===== src/rtl/box_field_sequencer_pkg.sv =====
// box_seq_pkg: box codes, sequencer states and LFSR helpers shared by the falling-box sequencer
package box_seq_pkg;
  typedef logic [2:0] box_code_t;
  typedef enum logic [1:0] {IDLE, RUN, SHIFT, OVER} seq_state_t;
  localparam box_code_t BOX_EMPTY = 3'd4;
  localparam logic [7:0] LFSR_TAPS = 8'hB8;
  function automatic logic [7:0] lfsrStep(input logic [7:0] q);
    return {q[6:0], ^(q & LFSR_TAPS)};
  endfunction
  function automatic box_code_t boxCode(input logic [7:0] q);
    return q[2] ? BOX_EMPTY : {1'b0, q[1:0]};
  endfunction
  function automatic logic [7:0] satInc(input logic [7:0] v);
    return v == 8'hFF ? v : v + 8'd1;
  endfunction
endpackage


===== src/rtl/box_field_sequencer_if.sv =====
// box_field_sequencer_if: button request handshake between the button front end and the sequencer
interface box_field_sequencer_if;
  logic btnValid;
  logic [1:0] btnLane;
  logic btnReady;
  modport master (output btnValid, output btnLane, input btnReady);
  modport slave (input btnValid, input btnLane, output btnReady);
endinterface


===== src/rtl/box_field_sequencer_lfsr.sv =====
// box_lfsr8: 8-bit Fibonacci LFSR (x^8+x^6+x^5+x^4+1) with seed reload and step enable
module box_lfsr8
  import box_seq_pkg::*;
#(
  parameter logic [7:0] SEED = 8'hA5
) (
  input  logic       CLK,
  input  logic       RSTn,
  input  logic       load,
  input  logic       adv,
  output logic [7:0] q
);
  // reload takes priority over stepping so a game start always replays the same sequence
  always_ff @(posedge CLK or negedge RSTn)
    if (!RSTn) q <= SEED;
    else if (load) q <= SEED;
    else if (adv) q <= lfsrStep(q);
endmodule


===== src/rtl/box_field_sequencer.sv =====
// box_field_sequencer: falling-box row state, scroll timing and button judging; BOX_SEQ_WRONG_PRESS_PENALTY_EN makes wrong presses cost a miss
module box_field_sequencer
  import box_seq_pkg::*;
#(
  parameter int         NUM_ROWS        = 5,
  parameter int         FRAMES_PER_STEP = 8,
  parameter int         MISS_LIMIT      = 8,
  parameter logic [7:0] LFSR_SEED       = 8'hA5
) (
  input  logic                  CLK,
  input  logic                  RSTn,
  input  logic                  start,
  input  logic                  frameDone,
  box_field_sequencer_if.slave  btn,
  output logic [3*NUM_ROWS-1:0] rowsOut,
  output logic [1:0]            boxCycle,
  output logic                  stepPulse,
  output logic [7:0]            score,
  output logic [7:0]            miss,
  output logic                  gameOver
);
  localparam int W = 3 * NUM_ROWS;
  localparam logic [7:0] LAST_FRAME = 8'(FRAMES_PER_STEP - 1);
  localparam logic [7:0] LIMIT = 8'(MISS_LIMIT);
  localparam logic [W-1:0] ALL_EMPTY = {NUM_ROWS{BOX_EMPTY}};

  seq_state_t state, stateNext;
  logic [7:0] frameCnt, frameNext, scoreNext, missNext, lfsrQ;
  logic [W-1:0] rowsNext;
  logic [1:0] cycleNext;
  logic init, accept, hit, wrong, counting, stepDue, readyQ;
  box_code_t bottom;

  assign bottom = rowsOut[W-1 -: 3];
  assign accept = btn.btnValid & readyQ;
  assign hit = accept && bottom == {1'b0, btn.btnLane};
`ifdef BOX_SEQ_WRONG_PRESS_PENALTY_EN
  assign wrong = accept & ~hit;
`else
  assign wrong = 1'b0;
`endif
  assign counting = frameDone && (state == RUN || state == SHIFT);
  assign stepDue = counting && state == RUN && frameCnt == LAST_FRAME;
  assign btn.btnReady = readyQ;

  box_lfsr8 #(.SEED(LFSR_SEED)) lfsr (
    .CLK (CLK),
    .RSTn(RSTn),
    .load(init),
    .adv (state == SHIFT),
    .q   (lfsrQ)
  );

  // next state plus next game datapath; game-over wins over a pending scroll step
  always_comb begin
    stateNext = state;
    init = 1'b0;
    frameNext = counting ? (frameCnt == LAST_FRAME ? 8'd0 : frameCnt + 8'd1) : frameCnt;
    cycleNext = counting ? boxCycle + 2'd1 : boxCycle;
    scoreNext = hit ? satInc(score) : score;
    missNext = wrong ? satInc(miss) : miss;
    rowsNext = rowsOut;
    case (state)
      IDLE, OVER: begin
        init = start;
        stateNext = start ? RUN : state;
      end
      RUN: begin
        if (hit) rowsNext[W-1 -: 3] = BOX_EMPTY;
        stateNext = missNext >= LIMIT ? OVER : stepDue ? SHIFT : RUN;
      end
      SHIFT: begin
        missNext = bottom != BOX_EMPTY ? satInc(miss) : miss;
        rowsNext = {rowsOut[W-4:0], boxCode(lfsrQ)};
        stateNext = missNext >= LIMIT ? OVER : RUN;
      end
    endcase
    if (init) begin
      frameNext = 8'd0;
      cycleNext = 2'd0;
      scoreNext = 8'd0;
      missNext = 8'd0;
      rowsNext = ALL_EMPTY;
    end
  end

  // state register
  always_ff @(posedge CLK or negedge RSTn)
    if (!RSTn) state <= IDLE;
    else state <= stateNext;

  // registered game state and status flags, all derived from the upcoming state
  always_ff @(posedge CLK or negedge RSTn)
    if (!RSTn) begin
      rowsOut <= ALL_EMPTY;
      frameCnt <= 8'd0;
      boxCycle <= 2'd0;
      score <= 8'd0;
      miss <= 8'd0;
      readyQ <= 1'b0;
      stepPulse <= 1'b0;
      gameOver <= 1'b0;
    end else begin
      rowsOut <= rowsNext;
      frameCnt <= frameNext;
      boxCycle <= cycleNext;
      score <= scoreNext;
      miss <= missNext;
      readyQ <= stateNext == RUN;
      stepPulse <= stateNext == SHIFT;
      gameOver <= stateNext == OVER;
    end
endmodule


===== src/flat_wrapper.sv =====
// flat-port wrapper written by rule: the top's interface ports become plain ports
module box_field_sequencer_flat import box_seq_pkg::*;
#(
  parameter int         NUM_ROWS        = 5,
  parameter int         FRAMES_PER_STEP = 8,
  parameter int         MISS_LIMIT      = 8,
  parameter logic [7:0] LFSR_SEED       = 8'hA5
)
  (CLK, RSTn, start, frameDone, rowsOut, boxCycle, stepPulse, score, miss, gameOver, btn_btnValid, btn_btnLane, btn_btnReady);
  box_field_sequencer_if btn_i ();
  input  logic CLK;
  input  logic RSTn;
  input  logic start;
  input  logic frameDone;
  output logic [3*NUM_ROWS-1:0] rowsOut;
  output logic [1:0] boxCycle;
  output logic stepPulse;
  output logic [7:0] score;
  output logic [7:0] miss;
  output logic gameOver;
  input wire logic [$bits(btn_i.btnValid)-1:0] btn_btnValid;
  input wire logic [$bits(btn_i.btnLane)-1:0] btn_btnLane;
  output wire logic [$bits(btn_i.btnReady)-1:0] btn_btnReady;
  assign btn_i.btnValid = btn_btnValid;
  assign btn_i.btnLane = btn_btnLane;
  assign btn_btnReady = btn_i.btnReady;
  box_field_sequencer #(.NUM_ROWS(NUM_ROWS), .FRAMES_PER_STEP(FRAMES_PER_STEP), .MISS_LIMIT(MISS_LIMIT), .LFSR_SEED(LFSR_SEED)) u_core (.CLK(CLK), .RSTn(RSTn), .start(start), .frameDone(frameDone), .btn(btn_i), .rowsOut(rowsOut), .boxCycle(boxCycle), .stepPulse(stepPulse), .score(score), .miss(miss), .gameOver(gameOver));
endmodule

===== config.mk =====
export PLATFORM = sky130hd
export DESIGN_NAME = box_field_sequencer_flat
export DESIGN_NICKNAME = d
export VERILOG_FILES = /design/src/rtl/box_field_sequencer_pkg.sv /design/src/rtl/box_field_sequencer_if.sv /design/src/rtl/box_field_sequencer_lfsr.sv /design/src/rtl/box_field_sequencer.sv /design/src/flat_wrapper.sv
export SDC_FILE = /design/constraint.sdc
export NUM_CORES = 1
export LEC_CHECK = 0
export BUFFER_PORTS_ARGS = -buffer_cell sky130_fd_sc_hd__clkbuf_2
export CORE_ASPECT_RATIO = 2
export CORE_UTILIZATION = 45
export DETAILED_ROUTE_END_ITERATION = 8
export MAX_ROUTING_LAYER = met4
export PLACE_DENSITY = 0.75
export SYNTH_ARGS = -nofsm -noshare
export SYNTH_HDL_FRONTEND = slang
export SYNTH_SLANG_ARGS = --single-unit

===== constraint.sdc =====
create_clock -name CLK -period 3.7 [get_ports CLK]
set_clock_uncertainty 0.2 [all_clocks]
set_input_delay 0.37 -clock CLK [delete_from_list [all_inputs] [get_ports CLK]]
set_output_delay 0.37 -clock CLK [all_outputs]
set_load 0.05 [all_outputs]

After elaboration in Yosys (flattened, before gate mapping)
Index checks and enable logic that the tools add are counted.

Equality and inequality tests: 13. Reduce and logical (&&, ||, !) cells: 14. Order comparisons: 2. Add/sub/neg operators: 4. Mux-type cells: 25. Bitwise gates (word level): 1.

Operator list (count): $mux W8 (12); $add A8 B1 Y8 const B (3); $eq A8 B8 Y1 const B (2); $ge A8 B4 Y1 const B (2); $mux W15 (1); $mux W12 (1); $mux W2 (6); $eq A2 B2 Y1 const B (4); $eq A8 B3 Y1 const B (1); $reduce_xor A8 Y1 (1); $mux W3 (2); $pmux W2 S3 (1); $pmux W3 S2 (1); $reduce_bool A2 Y1 (3); $eq A2 B1 Y1 const B (2); $logic_and A1 B1 Y1 (4); $reduce_and A2 Y1 (2); $eq A3 B2 Y1 (1); $ne A3 B1 Y1 const B (1); $ne A3 B3 Y1 const B (1); $reduce_bool A3 Y1 (1); $add A2 B1 Y2 const B (1); $logic_not A2 Y1 (1); $ne A2 B1 Y1 const B (1); 4 further kinds (4).

Word-level logic and storage cells: 70. Register bits: 54. Output and inout bits: 36. Input bits: 7.

Depth between registers and ports, before layout
Word-level depth: 9. Depth in mapped cells: 8. Depth with buffers taken out: 8.

Hierarchy
From an unflattened synthesis, not the netlist that was laid out.

Cells, all modules: 274. Area, all modules: 2668.8 sq um.

By module, submodules not included: box_field_sequencer (times used 1, seq. area each 1157.4 sq um, cells an instance 245, area each 2321.0 sq um); box_lfsr8 (times used 1, seq. area each 205.2 sq um, cells an instance 29, area each 347.8 sq um).

Least setup slack after synthesis
OpenSTA, ideal clock, no wires.

Path kind: reg2reg. Start point: register u_core.miss[3]. End point: register u_core.readyQ, in the netlist u_core.btn.btnReady. Cell stages (with the launch flop): 9. Path buffers: 1. Data arrival time: 2183 ps. Setup time: 71 ps. Slack: 1245 ps. Period minus slack after synthesis: 2455 ps. Required time: 3429 ps. Cell sequence: dfrtp_1 > clkbuf_1 > nand4_1 > nor3_1 > mux2_2 > o31a_1 > o21ai_2 > inv_1 > nor2_1.

Cells in the longest elaborated chain, start to end: 7.

Ends and longest elaborated chain: start: declaration (RTL line box_field_sequencer.sv:19) `output logic [7:0] miss,`; start signal: assignment (RTL line box_field_sequencer.sv:108) `miss <= missNext;`; $add A8 B1 Y8 / $eq A8 B8 Y1 (equally long branches); $mux W8 (RTL line box_field_sequencer_pkg.sv:14) `return v == 8'hFF ? v : v + 8'd1;`; $mux W8 (RTL line box_field_sequencer.sv:73) `missNext = bottom != BOX_EMPTY ? satInc(miss) : miss;`; $ge A8 B4 Y1 (RTL line box_field_sequencer.sv:75) `stateNext = missNext >= LIMIT ? OVER : RUN;`; $mux W2 (RTL line box_field_sequencer.sv:75); $pmux W2 S3 * (RTL line box_field_sequencer.sv:63) `case (state)`; net u_core.stateNext[1] (RTL line box_field_sequencer.sv:27) `seq_state_t state, stateNext;`; $eq A2 B1 Y1 * (RTL line box_field_sequencer.sv:109) `readyQ <= stateNext == RUN;`; end signal: assignment (RTL line box_field_sequencer.sv:100) `readyQ <= 1'b0;`; end signal: assignment (RTL line box_field_sequencer.sv:109); end: declaration (RTL line box_field_sequencer.sv:31) `logic init, accept, hit, wrong, counting, stepDue, readyQ;`.

The timed path passes the listed nets; every way through them passes the cells marked *. A chain may end at the register's enable or synchronous reset.

Worst setup path in the final report
Start point: register u_core.rowsOut[14]. End point: register u_core.readyQ, in the netlist u_core.btn.btnReady.

Cells in the longest elaborated chain, start to end: 6.

Ends and longest elaborated chain: start: declaration (RTL line box_field_sequencer.sv:15) `output logic [3*NUM_ROWS-1:0] rowsOut,`; start signal: assignment (RTL line box_field_sequencer.sv:104) `rowsOut <= rowsNext;`; $ne A3 B3 Y1 (RTL line box_field_sequencer.sv:73); $mux W8 (RTL line box_field_sequencer.sv:73); $ge A8 B4 Y1 (RTL line box_field_sequencer.sv:75); $mux W2 (RTL line box_field_sequencer.sv:75); $pmux W2 S3 (RTL line box_field_sequencer.sv:63); net u_core.stateNext[1] (RTL line box_field_sequencer.sv:27); $eq A2 B1 Y1 (RTL line box_field_sequencer.sv:109).

The timed path passes the listed nets, and every way through them passes these cells.

==> impl_results.md <==
* Vias in the first global route at 2141
* Die width at 56.94 um
* Effective utilization at floorplan at 47.18%
* Placed insts at 369
* Most common cell after layout, fill and taps aside: dfrtp_1
* Max-Slew Margin vs Limit at 52.39%
* Clk buf depth at 2
* Largest family of logic cells by synthesized area: simple AND/OR/NAND/NOR gates
* ANT nets after route at 0
* Transition time of the tightest slew-check pin at 714.2 ps
* Mapped cell area at 2716 um2
* Detailed-route wire length at 5.522 mm
* Predominant post-synthesis flop cell: dfrtp_1
* Final non-filler cell total at 378
* Hpwl dp at 4.043 mm
* Setup violators final at 0
* Num rows at 39
* Routability congestion estimate at 0.8796
* Setup TNS at 0 ps
* Clock power share at 24.5%
* CTS sink count at 54
* Power Internal at 0.001178 W
* DR iter-0 viols at 78
* Buffers added on ports at 42
* Final #Nets at 329
* GRT overflow at 0
* Post-synthesis xor/xnor area fraction at 6.771%
* Sequential area share after synthesis at 50.16%
* Synthesized instance count at 273
* Share of layout cells above drive strength 1 at 23.97%
* Synth Area per Inst at 9.950 um2
* Synthesized net count at 286
* Combinational power share at 35.5%
* Final slew viol count at 0
* Tmin final at 2314 ps
* Power Density at 624.4 nW/um2
* Status: finished with violations
* Multiplexer share of the synthesized area at 8.153%
* Clk slew on worst S/H paths at 80 ps
* Via-to-Cell Ratio at 5.492
* Post-synth EDFFs at 0
* Worst skew pair latency at 300 ps
* MaxCap Viol Count at 0
* Setup repair bufs after CTS at 0
* Post-synthesis adder-cell area fraction at 2.764%
* Switching part of the total at 40.04%
* CTS Buf Count at 5
* Post-synth ARST share at 100.0%
* Crit. Startpoint: u_core.rowsOut[14]$_DFFE_PN1P_
* First-pass GRT wire length at 9.494 mm
* Fillcell total at 525
* Worst Hold Class: primary input to flop
* Seq pwr share at 40.0%
* Worst Setup Start Kind: flop
* Tot GR Track Use at 19.52%
* Hold Crit Start: frameDone
* Critical path arrival at 2340 ps
* Height of the die at 111.9 um
* Ratio of final minimum period to clock period at 62.54%
* Critical path type: flop to flop
* I/O pins at 43
* Post-route DRC at 16
* Root Buffer: clkbuf_16
* Slowest cell delay on critical path at 570 ps
* RSZ-0062 raised after global routing: false
* Number of synthesis warnings at 0
* Most frequent cells in the layout: dfrtp_1 (45), clkbuf_2 (42), nor2_1 (39), nand2_1 (30), mux2i_1 (21)
* CTS tree: built
* Lkg Pwr at 1.495 nW
* CP max FO at 6
* Via count at 2076
* Synth Area in Compound Gates at 9.028%
* Count of cell types in the netlist at 44
* Failing checks: DRC
* H-tree lvl count at 2
* Beginning of the worst register-to-register path: u_core.rowsOut[14]$_DFFE_PN1P_
* FMAX at 0.4322 GHz
* Avg WL per Cell at 14.61 um
* Synth-to-layout area growth at 15.85%
* Critical Path RT at 3730 ps
* # diodes at 0
* Critical-path cell list: nor3b_2 > nor3_1 > mux2_2 > o31a_1 > o21ai_2 > inv_1 > nor2_1
* Net load switching power at 0.0007866 W
* Initial antenna violation count at 0
* Die area at 6370 um2
* Synthesis-stage register bit count at 54
* Slowest-stage cell, CP: dfstp_2
* Worst IR Drop VDD at 0.4230 mV
* Post-synthesis simple-gate area fraction at 20.50%
* Pre-Repair DR Iteration Count at 6
* Core Area at 5758 um2
* Final number of hold-violating endpoints at 0
* Largest net degree at the start of global routing at 30
* Critical Path End Type: flop
metrics by stage:
| stage | util (%) | power [W] | hold slack [ps] | setup slack (ps) | cell area [um2] |
|---|---|---|---|---|---|
| after floorplan | - | 0.001330 | -125.6 | 1245 | 2716 |
| after global placement | 51.89 | 0.001479 | 248.8 | 1470 | 2988 |
| after detailed placement | 51.89 | 0.001500 | 258.7 | 1415 | 2988 |
| after CTS | 54.65 | 0.001985 | 237.9 | 1392 | 3147 |
| after global routing | 54.65 | 0.002076 | 284.6 | 1199 | 3147 |
| final | 54.65 | 0.001965 | 226.9 | 1386 | 3147 |
final timing paths:
kind,to,slack (ps),depth (start not counted)
min reg2reg,u_core.lfsr.q[7]$_DFFE_PN1P_,300,2
max in group asynchronous,u_core.rowsOut[2]$_DFFE_PN1P_,1990,3
min,u_core.boxCycle[0]$_DFFE_PN0P_,230,3
min in group asynchronous,u_core.boxCycle[0]$_DFFE_PN0P_,450,2
max,u_core.btn.btnReady$_DFF_PN0_,1390,7
max reg2reg,u_core.btn.btnReady$_DFF_PN0_,1390,7
synth_stat cells, types with 2 or more instances:
| cell | number | share of area [%] |
|---|---|---|
| nand4_1 | 4 | 0.92 |
| a21oi_1 | 4 | 0.74 |
| nor2b_1 | 6 | 1.4 |
| nand2_1 | 30 | 4.1 |
| dfstp_2 | 9 | 8.7 |
| nand3_1 | 10 | 1.8 |
| xor2_1 | 12 | 3.9 |
| xnor2_1 | 9 | 2.9 |
| or4_4 | 2 | 0.83 |
| and4_1 | 2 | 0.64 |
| inv_1 | 8 | 1.1 |
| o31ai_1 | 2 | 0.55 |
| nor2_1 | 39 | 5.4 |
| mux2i_1 | 21 | 7.7 |
| or2_2 | 3 | 0.69 |
| clkbuf_1 | 8 | 1.1 |
| a41oi_1 | 2 | 0.64 |
| dfrtp_1 | 45 | 41 |
| nand2b_1 | 5 | 1.2 |
| nor3_1 | 2 | 0.37 |
| buf_1 | 2 | 0.28 |
| and3_1 | 4 | 0.92 |
| o21ai_0 | 18 | 3.3 |
| ha_1 | 6 | 2.8 |
cell families (layout without fill, tap and decap cells):
family / Yosys count / count (layout)
simple gates: 114 / 114
compound gates: 37 / 37
mux: 22 / 22
fa+ha+maj: 6 / 6
buf+inv: 19 / 63
flops: 54 / 54
xor+xnor: 21 / 21
registers in the layout, indices dropped and copies added, names as in the netlist:
register	flops
u_core.state	2
u_core.boxCycle	2
u_core.stepPulse	1
u_core.miss	8
u_core.gameOver	1
u_core.score	8
u_core.lfsr.q	8
u_core.rowsOut	15
u_core.btn.btnReady	1
u_core.frameCnt	8
power groups by stage:
stage                     clock (W)  sequential [W]  combinational (W)
after global routing       0.000507        0.000802           0.000767
after global placement            0        0.000792           0.000687
after detailed placement          0        0.000797           0.000703
after floorplan                   0        0.000913           0.000418
after CTS                  0.000492        0.000787           0.000706
final                      0.000481        0.000787           0.000697
layer usage:
metal  global-route usage, %  routed length (um)  vias to the layer above
met5                       -                   0                        -
met1                   21.05                2224                     1005
li1                        -                   -                     1016
met4                   9.106                 161                        0
met2                   33.73                2956                       41
met3                   3.600                 179                       14
timing repair:
action / 4_1_cts / 5_1_grt
endpoints found under the hold margin: 26 / 0
hold buffers: 1 / 0
resized for setup: 0 / 0
cell type report:
cell class / instances / area (um2) / area share (%)
Multi-Input combinational cell: 200 / 1282 / 40.76
Clock inverter: 3 / 23.77 / 0.7555
Clock buffer: 5 / 125.1 / 3.976
Inverter: 9 / 33.78 / 1.074
Timing Repair Buffer: 46 / 242.7 / 7.714
Sequential cell: 54 / 1363 / 43.30
Tap cell: 61 / 76.32 / 2.425
critical path, delay by kind of cell (launching register included):
| family | cells | cell delay, ps |
|---|---|---|
| compound gates | 2 | 500 |
| simple gates | 3 | 580 |
| buf+inv | 1 | 90 |
| flops | 1 | 570 |
| mux | 1 | 300 |
(Power assumes the default switching activity.)
